[src/rtl/imm_instr_encoder_pkg.sv]
// Shared encoding constants for the immediate-instruction encoder and the decode stage.
// Format codes, the NOP word and the error-counter width live here so both ends agree.
package imm_instr_encoder_pkg;

  typedef enum logic [2:0] {
    FMT_R = 3'd0,
    FMT_I = 3'd1,
    FMT_S = 3'd2,
    FMT_B = 3'd3,
    FMT_U = 3'd4,
    FMT_J = 3'd5
  } fmt_e;

  localparam logic [31:0] NOP_INSTR       = 32'h0000_0013;
  localparam int          ERR_COUNT_WIDTH = 8;
  localparam logic [ERR_COUNT_WIDTH-1:0] ERR_COUNT_MAX = '1;

endpackage : imm_instr_encoder_pkg

[src/rtl/imm_field_pack.sv]
// Combinational RV32 field packer with immediate range check.
// Out-of-range immediates are still packed (truncated); illegal formats yield a NOP.
module imm_field_pack
  import imm_instr_encoder_pkg::*;
(
  input  logic [2:0]  format,
  input  logic [6:0]  opcode,
  input  logic [4:0]  rd,
  input  logic [4:0]  rs1,
  input  logic [4:0]  rs2,
  input  logic [2:0]  funct3,
  input  logic [6:0]  funct7,
  input  logic [31:0] imm,
  output logic [31:0] instr,
  output logic        imm_err
);

  logic fits_12;
  logic fits_13;
  logic fits_21;

  // An immediate is representable when it equals the sign-extension of its low field.
  assign fits_12 = (imm == {{20{imm[11]}}, imm[11:0]});
  assign fits_13 = (imm == {{19{imm[12]}}, imm[12:0]});
  assign fits_21 = (imm == {{11{imm[20]}}, imm[20:0]});

  always_comb begin
    instr   = NOP_INSTR;
    imm_err = 1'b0;
    case (format)
      FMT_R: begin
        instr = {funct7, rs2, rs1, funct3, rd, opcode};
      end
      FMT_I: begin
        instr   = {imm[11:0], rs1, funct3, rd, opcode};
        imm_err = ~fits_12;
      end
      FMT_S: begin
        instr   = {imm[11:5], rs2, rs1, funct3, imm[4:0], opcode};
        imm_err = ~fits_12;
      end
      FMT_B: begin
        instr   = {imm[12], imm[10:5], rs2, rs1, funct3, imm[4:1], imm[11], opcode};
        imm_err = ~fits_13 | imm[0];
      end
      FMT_U: begin
        instr   = {imm[31:12], rd, opcode};
        imm_err = |imm[11:0];
      end
      FMT_J: begin
        instr   = {imm[20], imm[10:1], imm[11], imm[19:12], rd, opcode};
        imm_err = ~fits_21 | imm[0];
      end
      default: begin
        instr   = NOP_INSTR;
        imm_err = 1'b1;
      end
    endcase
  end

endmodule : imm_field_pack

[src/rtl/imm_instr_encoder.sv]
// Single-entry handshake stage around imm_field_pack: registers the encoded word,
// tags it with an instruction-memory address and keeps a saturating error total.
//
// state    | meaning
// ---------+------------------------------------------------
// ST_EMPTY | no word held, input always accepted
// ST_FULL  | word held on instruction/addr, awaiting out_ready
module imm_instr_encoder
  import imm_instr_encoder_pkg::*;
#(
  parameter int ADDR_WIDTH = 10
) (
  input  logic                       clk,
  input  logic                       reset,
  input  logic                       in_valid,
  output logic                       in_ready,
  input  logic [2:0]                 format,
  input  logic [6:0]                 opcode,
  input  logic [4:0]                 rd,
  input  logic [4:0]                 rs1,
  input  logic [4:0]                 rs2,
  input  logic [2:0]                 funct3,
  input  logic [6:0]                 funct7,
  input  logic [31:0]                imm,
  output logic                       out_valid,
  input  logic                       out_ready,
  output logic [31:0]                instruction,
  output logic [ADDR_WIDTH-1:0]      addr,
  output logic                       imm_err,
  output logic [ERR_COUNT_WIDTH-1:0] err_count
);

  typedef enum logic {
    ST_EMPTY = 1'b0,
    ST_FULL  = 1'b1
  } state_e;

  state_e                state_q;
  state_e                state_d;
  logic                  in_xfer;
  logic                  out_xfer;
  logic [31:0]           pack_instr;
  logic                  pack_err;
  logic [ADDR_WIDTH-1:0] addr_cnt;

  imm_field_pack u_pack (
    .format  (format),
    .opcode  (opcode),
    .rd      (rd),
    .rs1     (rs1),
    .rs2     (rs2),
    .funct3  (funct3),
    .funct7  (funct7),
    .imm     (imm),
    .instr   (pack_instr),
    .imm_err (pack_err)
  );

  // Ready while empty, or when the held word leaves this same cycle.
  assign in_ready  = (state_q == ST_EMPTY) | out_ready;
  assign out_valid = (state_q == ST_FULL);
  assign in_xfer   = in_valid & in_ready;
  assign out_xfer  = out_valid & out_ready;

  always_ff @(posedge clk or negedge reset) begin
    if (!reset) begin
      state_q <= ST_EMPTY;
    end else begin
      state_q <= state_d;
    end
  end

  always_comb begin
    state_d = state_q;
    case (state_q)
      ST_EMPTY: if (in_xfer) state_d = ST_FULL;
      ST_FULL:  if (out_xfer && !in_xfer) state_d = ST_EMPTY;
      default:  state_d = ST_EMPTY;
    endcase
  end

  always_ff @(posedge clk or negedge reset) begin
    if (!reset) begin
      instruction <= '0;
      imm_err     <= 1'b0;
      addr        <= '0;
      addr_cnt    <= '0;
      err_count   <= '0;
    end else if (in_xfer) begin
      instruction <= pack_instr;
      imm_err     <= pack_err;
      addr        <= addr_cnt;
      addr_cnt    <= addr_cnt + 1'b1;
      if (pack_err && (err_count != ERR_COUNT_MAX)) begin
        err_count <= err_count + 1'b1;
      end
    end
  end

endmodule : imm_instr_encoder

[config.mk]
export PLATFORM = sky130hd
export DESIGN_NAME = imm_instr_encoder
export DESIGN_NICKNAME = d
export VERILOG_FILES = /design/src/rtl/imm_instr_encoder_pkg.sv /design/src/rtl/imm_field_pack.sv /design/src/rtl/imm_instr_encoder.sv
export SDC_FILE = /design/constraint.sdc
export NUM_CORES = 1
export LEC_CHECK = 0
export CAP_MARGIN = 20
export CORE_ASPECT_RATIO = 0.9
export CORE_MARGIN = 10
export CORE_UTILIZATION = 48
export CTS_CLUSTER_DIAMETER = 50
export DETAILED_ROUTE_END_ITERATION = 10
export PLACE_DENSITY = 0.84
export SKIP_LAST_GASP = 1
export SYNTH_ARGS = -nofsm -noshare
export SYNTH_HDL_FRONTEND = slang
export SYNTH_SLANG_ARGS = --single-unit
[constraint.sdc]
create_clock -name clk -period 3 [get_ports clk]
set_input_delay 0.75 -clock clk [delete_from_list [all_inputs] [get_ports clk]]
set_output_delay 0.75 -clock clk [all_outputs]
set_load 0.005 [all_outputs]
==> results_dict.tcl, run 1 <==
set metrics [dict create \
    grt_pass1_wl_um 17400 \
    max_slew.worst_pin.slew_ns 0.795 \
    antennaDiodeCount 0 \
    synthTopCellsByArea "dfrtp_1, nand2_1, a221oi_1" \
    worstSkewPairLatency_ns 0.33 \
    final_common_cell "clkdlybuf4s50_1" \
    ctsResizeCount 0 \
    drive_gt1_share_pct 10.6 \
    yosysSeqAreaShare_pct 48.0 \
    vias 3317 \
    grt-ovfl-total 0 \
    synth_top_cell_area_share_pct 48.0 \
    cts_inserted_buffers 9 \
    r2r_end "err_count[1]$_DFFE_PN0P_" \
    htree_levels 3 \
    worst_r2r_path_depth 6 \
    ys_types 50 \
    max_freq_ghz 0.368 \
    drt_wl_total_um 10800 \
    synthesis.area_um2 3230 \
    grt_max_degree 63 \
    wl_per_cell_um 18.7 \
    place_congestion 0.836 \
    rows 28 \
    synth_ff_type "dfrtp_1" \
    min_from "addr[3]$_DFFE_PN0P_" \
    post-dp-hpwl_um 8160 \
    final_cell_mix "clkdlybuf4s50_1, dfrtp_1, nand2_1" \
    cts_hold_buf 0 \
    r2r_start "err_count[0]$_DFFE_PN0P_" \
    grt_antenna_before_repair 0 \
    area_growth_pct 50.8 \
    status "completed" \
    die-width_um 107 \
    path_class "in -> reg" \
    r2r_slack_ns 0.83 \
    port_buffers 123 \
    synth_edf_count 0 \
    first_iter_violations 289 \
    synth_top_area_cell "dfrtp_1" \
    track_usage_pct 20.7 \
    crit_path_end "err_count[3]$_DFFE_PN0P_" \
    drv_slew 0 \
    ys_warn_count 0 \
    vias_per_cell 5.73 \
    critical_path_arrival_ns 2.96 \
    min_period_ns 2.71 \
    dpl_cell_area_um2 4700 \
    skew_ns 0.00574 \
    fin_ws_ns 0.286 \
    post-place-ws_ns -0.0745 \
    ant_nets 0 \
    core_area_um2 6550 \
    die_h_um 97.9 \
    cp-startpoint "imm[30]" \
    grt_pass1_vias 3417 \
    powerDensity_nw_per_um2 554 \
    min_path_type "reg -> reg" \
    drv_cap 0 \
    dp.cells 564 \
    async_flop_share_pct 100 \
    synth.net_count 418 \
    slew_headroom_pct 47.0 \
    drc 0 \
    cts_tree "done" \
    die_area_um2 10400 \
    path_max_fanout 6 \
    vdd_ir_drop_max_uv 337 \
    fillers 481 \
    hold_violations 0 \
    final_nets 558 \
    clk_pin_slew_ns 0.07 \
    post_cts.repair.setup_buffers 0 \
    rsz0062_at_grt "no" \
    dr.pass1.iters 5 \
    clkSinkCount 62 \
    final_cells 579 \
    final_area_um2 4880 \
    clk_path_buf_depth 2 \
    start_kind "primary input" \
    fin_crit_sh_pct 90.5 \
    postSynthAreaPerCell_um2 9.37 \
    p_leak_nw 2.05 \
    endpoint_kind "flip-flop" \
    initial_core_util_pct 49.4 \
    required_ns 3.25 \
    ys_ff_latch 62 \
    num_io_pins 124 \
    cts-root-buf "clkbuf_8" \
    setup_viol 0 \
    synth_cells 345 \
    total_power_mw 2.70 \
]
[per-stage QoR]
stage               setup TNS (ns)  hold WS [ns]  utilization, %
floorplan                        0         0.446               -
global placement                 0         0.457            71.7
detailed placement          -0.248         0.462            71.7
CTS                              0         0.479            74.4
global route                     0         0.505            74.4
finish                           0         0.474            74.4
[cells by family after synthesis]
kind of cell	after synthesis	share of synthesized area, %
AO/OA/AOI/OAI	74	18.5
adder cells (fa/ha/maj)	2	0.774
flip-flops	62	48.0
multiplexers	10	3.21
XOR/XNOR	17	4.60
buffers and inverters	24	2.94
AND/OR/NAND/NOR	156	22.1
[critical path, stage by stage]
cell and delay (ns):
clkdlybuf4s50_1 0.47, buf_4 0.17, nor3_1 0.19, buf_4 0.17, nand3_1 0.07, a2bb2oi_1 0.14, o311a_1 0.36, buf_4 0.18
o311ai_1 0.28, xnor2_1 0.18
[synthesized netlist by cell type, drive strengths merged (5+ instances only)]
library cell / count
nand4: 6
nand2: 58
nor2: 53
clkbuf: 16
nor2b: 5
and3: 8
inv: 5
nor3: 8
dfrtp: 62
o21ai: 15
a221oi: 24
mux2i: 7
o311ai: 6
a22o: 5
a21oi: 8
nand3: 5
xnor2: 14
[cell type report]
class                   count  area [µm²]  share of cell area (%)
multi-input cells         259        1590                    32.6
flip-flops and latches     62        1550                    31.8
repair buffers            148        1430                    29.2
inverters                   5        18.8                   0.385
clock buffers              11         131                    2.69
well taps                  90         113                    2.31
clock inverters             4        48.8                    1.00
[where the power goes]
part | internal [mW] | switching [mW]
clock network | 0.378 | 0.319
logic | 0.492 | 0.332
registers | 1.02 | 0.164
[how the worst min path moves through the flow]
stage | endpoint | slack, ns | cells past startpoint
floorplan | addr[0]$_DFFE_PN0P_ | 0.45 | 0
global placement | addr[2]$_DFFE_PN0P_ | 0.46 | 2
detailed placement | addr[9]$_DFFE_PN0P_ | 0.46 | 2
CTS | addr[9]$_DFFE_PN0P_ | 0.48 | 2
global route | addr[6]$_DFFE_PN0P_ | 0.50 | 2
finish | addr[3]$_DFFE_PN0P_ | 0.47 | 2
[state kept, by name, summed over array words and instances (netlist names)]
signal and cells:
addr 10, addr_cnt 10, err_count 8, imm_err 1, instruction 32, out_valid 1
[metal layers]
metal  GRT usage [%]  routed length (µm)  up-vias
met5               0                   0        -
met3            9.86                1210       16
met4            4.47                 112        0
met1            24.1                4280     1603
li1                -                   -     1531
met2            34.0                5230      167
No activity file was read; power rests on OpenSTA's default activity.
==> run 2, diff against run 1 <==
- MAX_ROUTING_LAYER: unset -> met4
==> results_dict.tcl, run 2 (synthesized netlist as in run 1, its figures left out) <==
set metrics [dict create \
    post-dp-hpwl_um 8540 \
    cts_inserted_buffers 9 \
    wl_per_cell_um 18.7 \
    hold_ws_ns 0.357 \
    cts-root-buf "clkbuf_8" \
    reg_top3 "instruction x32, addr x10, addr_cnt x10" \
    clkSinkCount 62 \
    setup_viol 0 \
    drive_gt1_share_pct 13.0 \
    rsz0062_at_grt "no" \
    total_power_mw 2.78 \
    final_cells 590 \
    port_buffers 123 \
    dp.cells 574 \
    cts_tree "done" \
    final_area_um2 4960 \
    slowest_stage "clkdlybuf4s50_1" \
    max_freq_ghz 0.365 \
    rows 28 \
    skew_ns 0.0125 \
    status "completed" \
    powerDensity_nw_per_um2 560 \
    drv_cap 0 \
    post_cts.repair.setup_buffers 0 \
    area_growth_pct 53.5 \
    min_period_ns 2.74 \
    dr.pass1.iters 5 \
    vias 3335 \
    endpoint_kind "flip-flop" \
    r2r_slack_ns 0.75 \
    antennaDiodeCount 0 \
    setup_tns_ns 0 \
    path_max_fanout 7 \
    fin_crit_sh_pct 91.2 \
    ctsResizeCount 0 \
    grt-ovfl-total 0 \
    path_class "in -> reg" \
    grt_pass1_wl_um 17500 \
    dpl_cell_area_um2 4760 \
    worstSkewPairLatency_ns 0.36 \
    drv_slew 0 \
    die-width_um 107 \
    grt_max_degree 47 \
    final_common_cell "clkdlybuf4s50_1" \
    crit_family "compound AO/OA/AOI/OAI gates" \
    post-place-ws_ns -0.0712 \
    hold_violations 0 \
    start_kind "primary input" \
    required_ns 3.23 \
    place_congestion 0.896 \
    fin_util_pct 75.8 \
    final_cell_mix "clkdlybuf4s50_1, dfrtp_1, nand2_1" \
    max_flop_register "instruction" \
    min_path_type "in -> async" \
    ff_latch_area_um2 1550 \
    final_nets 568 \
    initial_core_util_pct 49.4 \
    drt_wl_total_um 11000 \
    grt_antenna_before_repair 0 \
    worst_r2r_path_depth 6 \
    multi_input_area_um2 1590 \
    drc 0 \
    critical_path.max_stage_delay_ns 0.56 \
    num_io_pins 124 \
    ant_nets 0 \
    first_iter_violations 250 \
    max_slew.worst_pin.slew_ns 0.701 \
    clk_pin_slew_ns 0.08 \
    htree_levels 3 \
    critical_path_arrival_ns 2.97 \
    fin_ws_ns 0.264 \
    vias_per_cell 5.65 \
    die_h_um 97.9 \
    clk_path_buf_depth 2 \
    cp_num_cells 7 \
    fillers 488 \
    cts_hold_buf 0 \
    vdd_ir_drop_max_uv 393 \
    grt_pass1_vias 3431 \
    p_leak_nw 2.10 \
    largest_register_ffs 32 \
    core_area_um2 6550 \
    slew_headroom_pct 53.1 \
    path_buf_inv 1 \
    die_area_um2 10400 \
    track_usage_pct 21.5 \
    critical_path.cell_chain "clkdlybuf4s50_1 -> nand3_4 -> or4_4 -> a22oi_4 -> o211ai_4 -> o31ai_4 -> mux2_1" \
]
run 2: report_power, final:
group	switching (mW)	internal, mW	total, mW
sequential	0.161	1.02	1.18
combinational	0.344	0.501	0.845
clock	0.351	0.410	0.761
run 2: cell type report:
cell class	instances	share of cell area, %
Multi-Input combinational cell	259	32.0
Sequential cell	62	31.3
Timing Repair Buffer	158	30.0
Clock buffer	10	2.77
Tap cell	90	2.27
Clock inverter	6	1.36
Inverter	5	0.378
run 2: final timing paths:
| path | startpoint | endpoint |
|---|---|---|
| worst max register to register | err_count[0]$_DFFE_PN0P_ | err_count[1]$_DFFE_PN0P_ |
| max in group asynchronous | reset | instruction[10]$_DFFE_PN0P_ |
| worst max-delay path | imm[31] | err_count[1]$_DFFE_PN0P_ |
| min in group clk | addr[0]$_DFFE_PN0P_ | addr[0]$_DFFE_PN0P_ |
| worst min-delay path | reset | addr[1]$_DFFE_PN0P_ |
| worst min register to register | addr[0]$_DFFE_PN0P_ | addr[0]$_DFFE_PN0P_ |
run 2: per-layer routing:
| metal | GRT usage (%) | routed length [µm] | vias to the layer above |
|---|---|---|---|
| met1 | 25.5 | 4590 | 1601 |
| li1 | - | - | 1554 |
| met2 | 33.8 | 5300 | 161 |
| met4 | 5.52 | 157 | 0 |
| met3 | 8.08 | 993 | 19 |
| met5 | - | 0 | - |
==> run 3, diff against run 2 <==
--- a/config.mk
+++ b/config.mk
@@ -9,3 +9,3 @@
 export CORE_ASPECT_RATIO = 0.9
-export CORE_MARGIN = 10
+export CORE_MARGIN = 2
 export CORE_UTILIZATION = 48
--- a/constraint.sdc
+++ b/constraint.sdc
@@ -3,2 +3,2 @@
 set_output_delay 0.75 -clock clk [all_outputs]
-set_load 0.005 [all_outputs]
+set_load 0.01 [all_outputs]
==> results_dict.tcl, run 3 (synthesized netlist as in run 1, its figures left out) <==
set metrics [dict create \
    status "completed" \
    drv_cap 0 \
    cp_num_cells 7 \
    drc 0 \
    cts_hold_buf 0 \
    dr.pass1.iters 5 \
    post_cts.repair.setup_buffers 0 \
    final_area_um2 4960 \
    place_congestion 0.979 \
    area_growth_pct 53.5 \
    grt-ovfl-total 0 \
    track_usage_pct 27.3 \
    vias_per_cell 5.52 \
    die_h_um 81.9 \
    endpoint_kind "flip-flop" \
    port_buffers 123 \
    initial_core_util_pct 49.4 \
    max_slew.worst_pin.slew_ns 0.729 \
    r2r_end "err_count[1]$_DFFE_PN0P_" \
    hold_violations 0 \
    total_power_mw 2.82 \
    fin_crit_sh_pct 89.6 \
    dpl_cell_area_um2 4760 \
    fillers 483 \
    ff_latch_area_um2 1550 \
    grt_pass1_wl_um 15400 \
    largest_register_ffs 32 \
    critical_path.max_stage_delay_ns 0.58 \
    wl_per_cell_um 16.3 \
    antennaDiodeCount 0 \
    crit_family "compound AO/OA/AOI/OAI gates" \
    rsz0062_at_grt "no" \
    reg_top3 "instruction x32, addr x10, addr_cnt x10" \
    vdd_ir_drop_max_uv 418 \
    cp-startpoint "imm[29]" \
    grt_pass1_vias 3159 \
    required_ns 3.23 \
    drive_gt1_share_pct 12.7 \
    crit_path_end "err_count[1]$_DFFE_PN0P_" \
    post-place-ws_ns -0.0246 \
    r2r_start "err_count[0]$_DFFE_PN0P_" \
    p_leak_nw 2.10 \
    post-dp-hpwl_um 7200 \
    cts_inserted_buffers 9 \
    final_common_cell "clkdlybuf4s50_1" \
    core_area_um2 6550 \
    min_period_ns 2.69 \
    max_flop_register "instruction" \
    vias 3248 \
    grt_max_degree 47 \
    start_kind "primary input" \
    clkSinkCount 62 \
    drt_wl_total_um 9590 \
    final_cell_mix "clkdlybuf4s50_1, dfrtp_1, nand2_1" \
    clk_path_buf_depth 2 \
    cts_tree "done" \
    max_freq_ghz 0.372 \
    ant_nets 0 \
    htree_levels 3 \
    rows 28 \
    drv_slew 0 \
    fin_ws_ns 0.311 \
    skew_ns 0.00913 \
    r2r_slack_ns 0.82 \
    first_iter_violations 148 \
    path_class "in -> reg" \
    critical_path_arrival_ns 2.92 \
    num_io_pins 124 \
    grt_antenna_before_repair 0 \
    die_area_um2 7410 \
    slowest_stage "clkdlybuf4s50_1" \
    multi_input_area_um2 1590 \
    slew_headroom_pct 51.4 \
    final_nets 566 \
    powerDensity_nw_per_um2 569 \
    die-width_um 90.5 \
    worstSkewPairLatency_ns 0.34 \
    worst_r2r_path_depth 6 \
    setup_viol 0 \
    critical_path.cell_chain "clkdlybuf4s50_1 -> nand3_4 -> or4_4 -> a22oi_4 -> o211ai_4 -> o31ai_4 -> mux2_1" \
    ctsResizeCount 0 \
    path_buf_inv 1 \
    cts-root-buf "clkbuf_8" \
    clk_pin_slew_ns 0.08 \
    path_max_fanout 8 \
    min_path_type "in -> async" \
]
run 3: routing by layer:
layer  GRT usage (%)  vias to the layer above  share of wire (%)
met2            42.6                      153                 46
li1                -                     1547                  -
met4            5.38                        0                1.1
met5               -                        -                  0
met1            35.6                     1537                 44
met3            8.72                       11                9.1
run 3: worst register-to-register path: cells and delay by family (launching register included):
family	cells	cell delay (ns)
muxes	1	0.33
adders and majority gates	1	0.23
and+or+nand+nor	2	0.40
DFF	1	0.42
AOI/OAI and AO/OA	2	0.68
run 3: report_power, final:
| group | leakage, nW | switching, mW | internal (mW) |
|---|---|---|---|
| logic | 1.24 | 0.375 | 0.501 |
| clock network | 0.103 | 0.355 | 0.412 |
| registers | 0.757 | 0.164 | 1.01 |
| total | 2.10 | 0.894 | 1.93 |
run 3: worst min path at each step:
| stage | startpoint | slack, ns | cells after the start | endpoint |
|---|---|---|---|---|
| 2_1_floorplan | reset | 0.45 | 0 | addr[0]$_DFFE_PN0P_ |
| 3_3_place_gp | addr[2]$_DFFE_PN0P_ | 0.46 | 2 | addr[2]$_DFFE_PN0P_ |
| 3_5_place_dp | addr[3]$_DFFE_PN0P_ | 0.46 | 2 | addr[3]$_DFFE_PN0P_ |
| 4_1_cts | reset | 0.48 | 1 | addr[9]$_DFFE_PN0P_ |
| 5_1_grt | reset | 0.50 | 1 | addr[1]$_DFFE_PN0P_ |
| 6_report | reset | 0.46 | 1 | addr[1]$_DFFE_PN0P_ |
run 3: through the flow:
| stage | utilization (%) | setup TNS (ns) | instances | hold slack (ns) |
|---|---|---|---|---|
| after detailed placement | 72.6 | -0.0246 | 572 | 0.461 |
| after floorplan | - | 0 | 345 | 0.446 |
| final | 75.8 | 0 | 588 | 0.462 |
| after CTS | 75.8 | 0 | 588 | 0.479 |
| after global placement | 72.6 | 0 | 572 | 0.457 |
| after global routing | 75.8 | 0 | 588 | 0.501 |
run 3: cell type report:
| class | count | share of cell area (%) |
|---|---|---|
| clock buffer | 10 | 2.77 |
| clock inverter | 6 | 1.39 |
| tap | 90 | 2.27 |
| sequential | 62 | 31.3 |
| inverter | 5 | 0.378 |
| timing repair buffer | 156 | 29.9 |
| multi-input combinational | 259 | 32.0 |
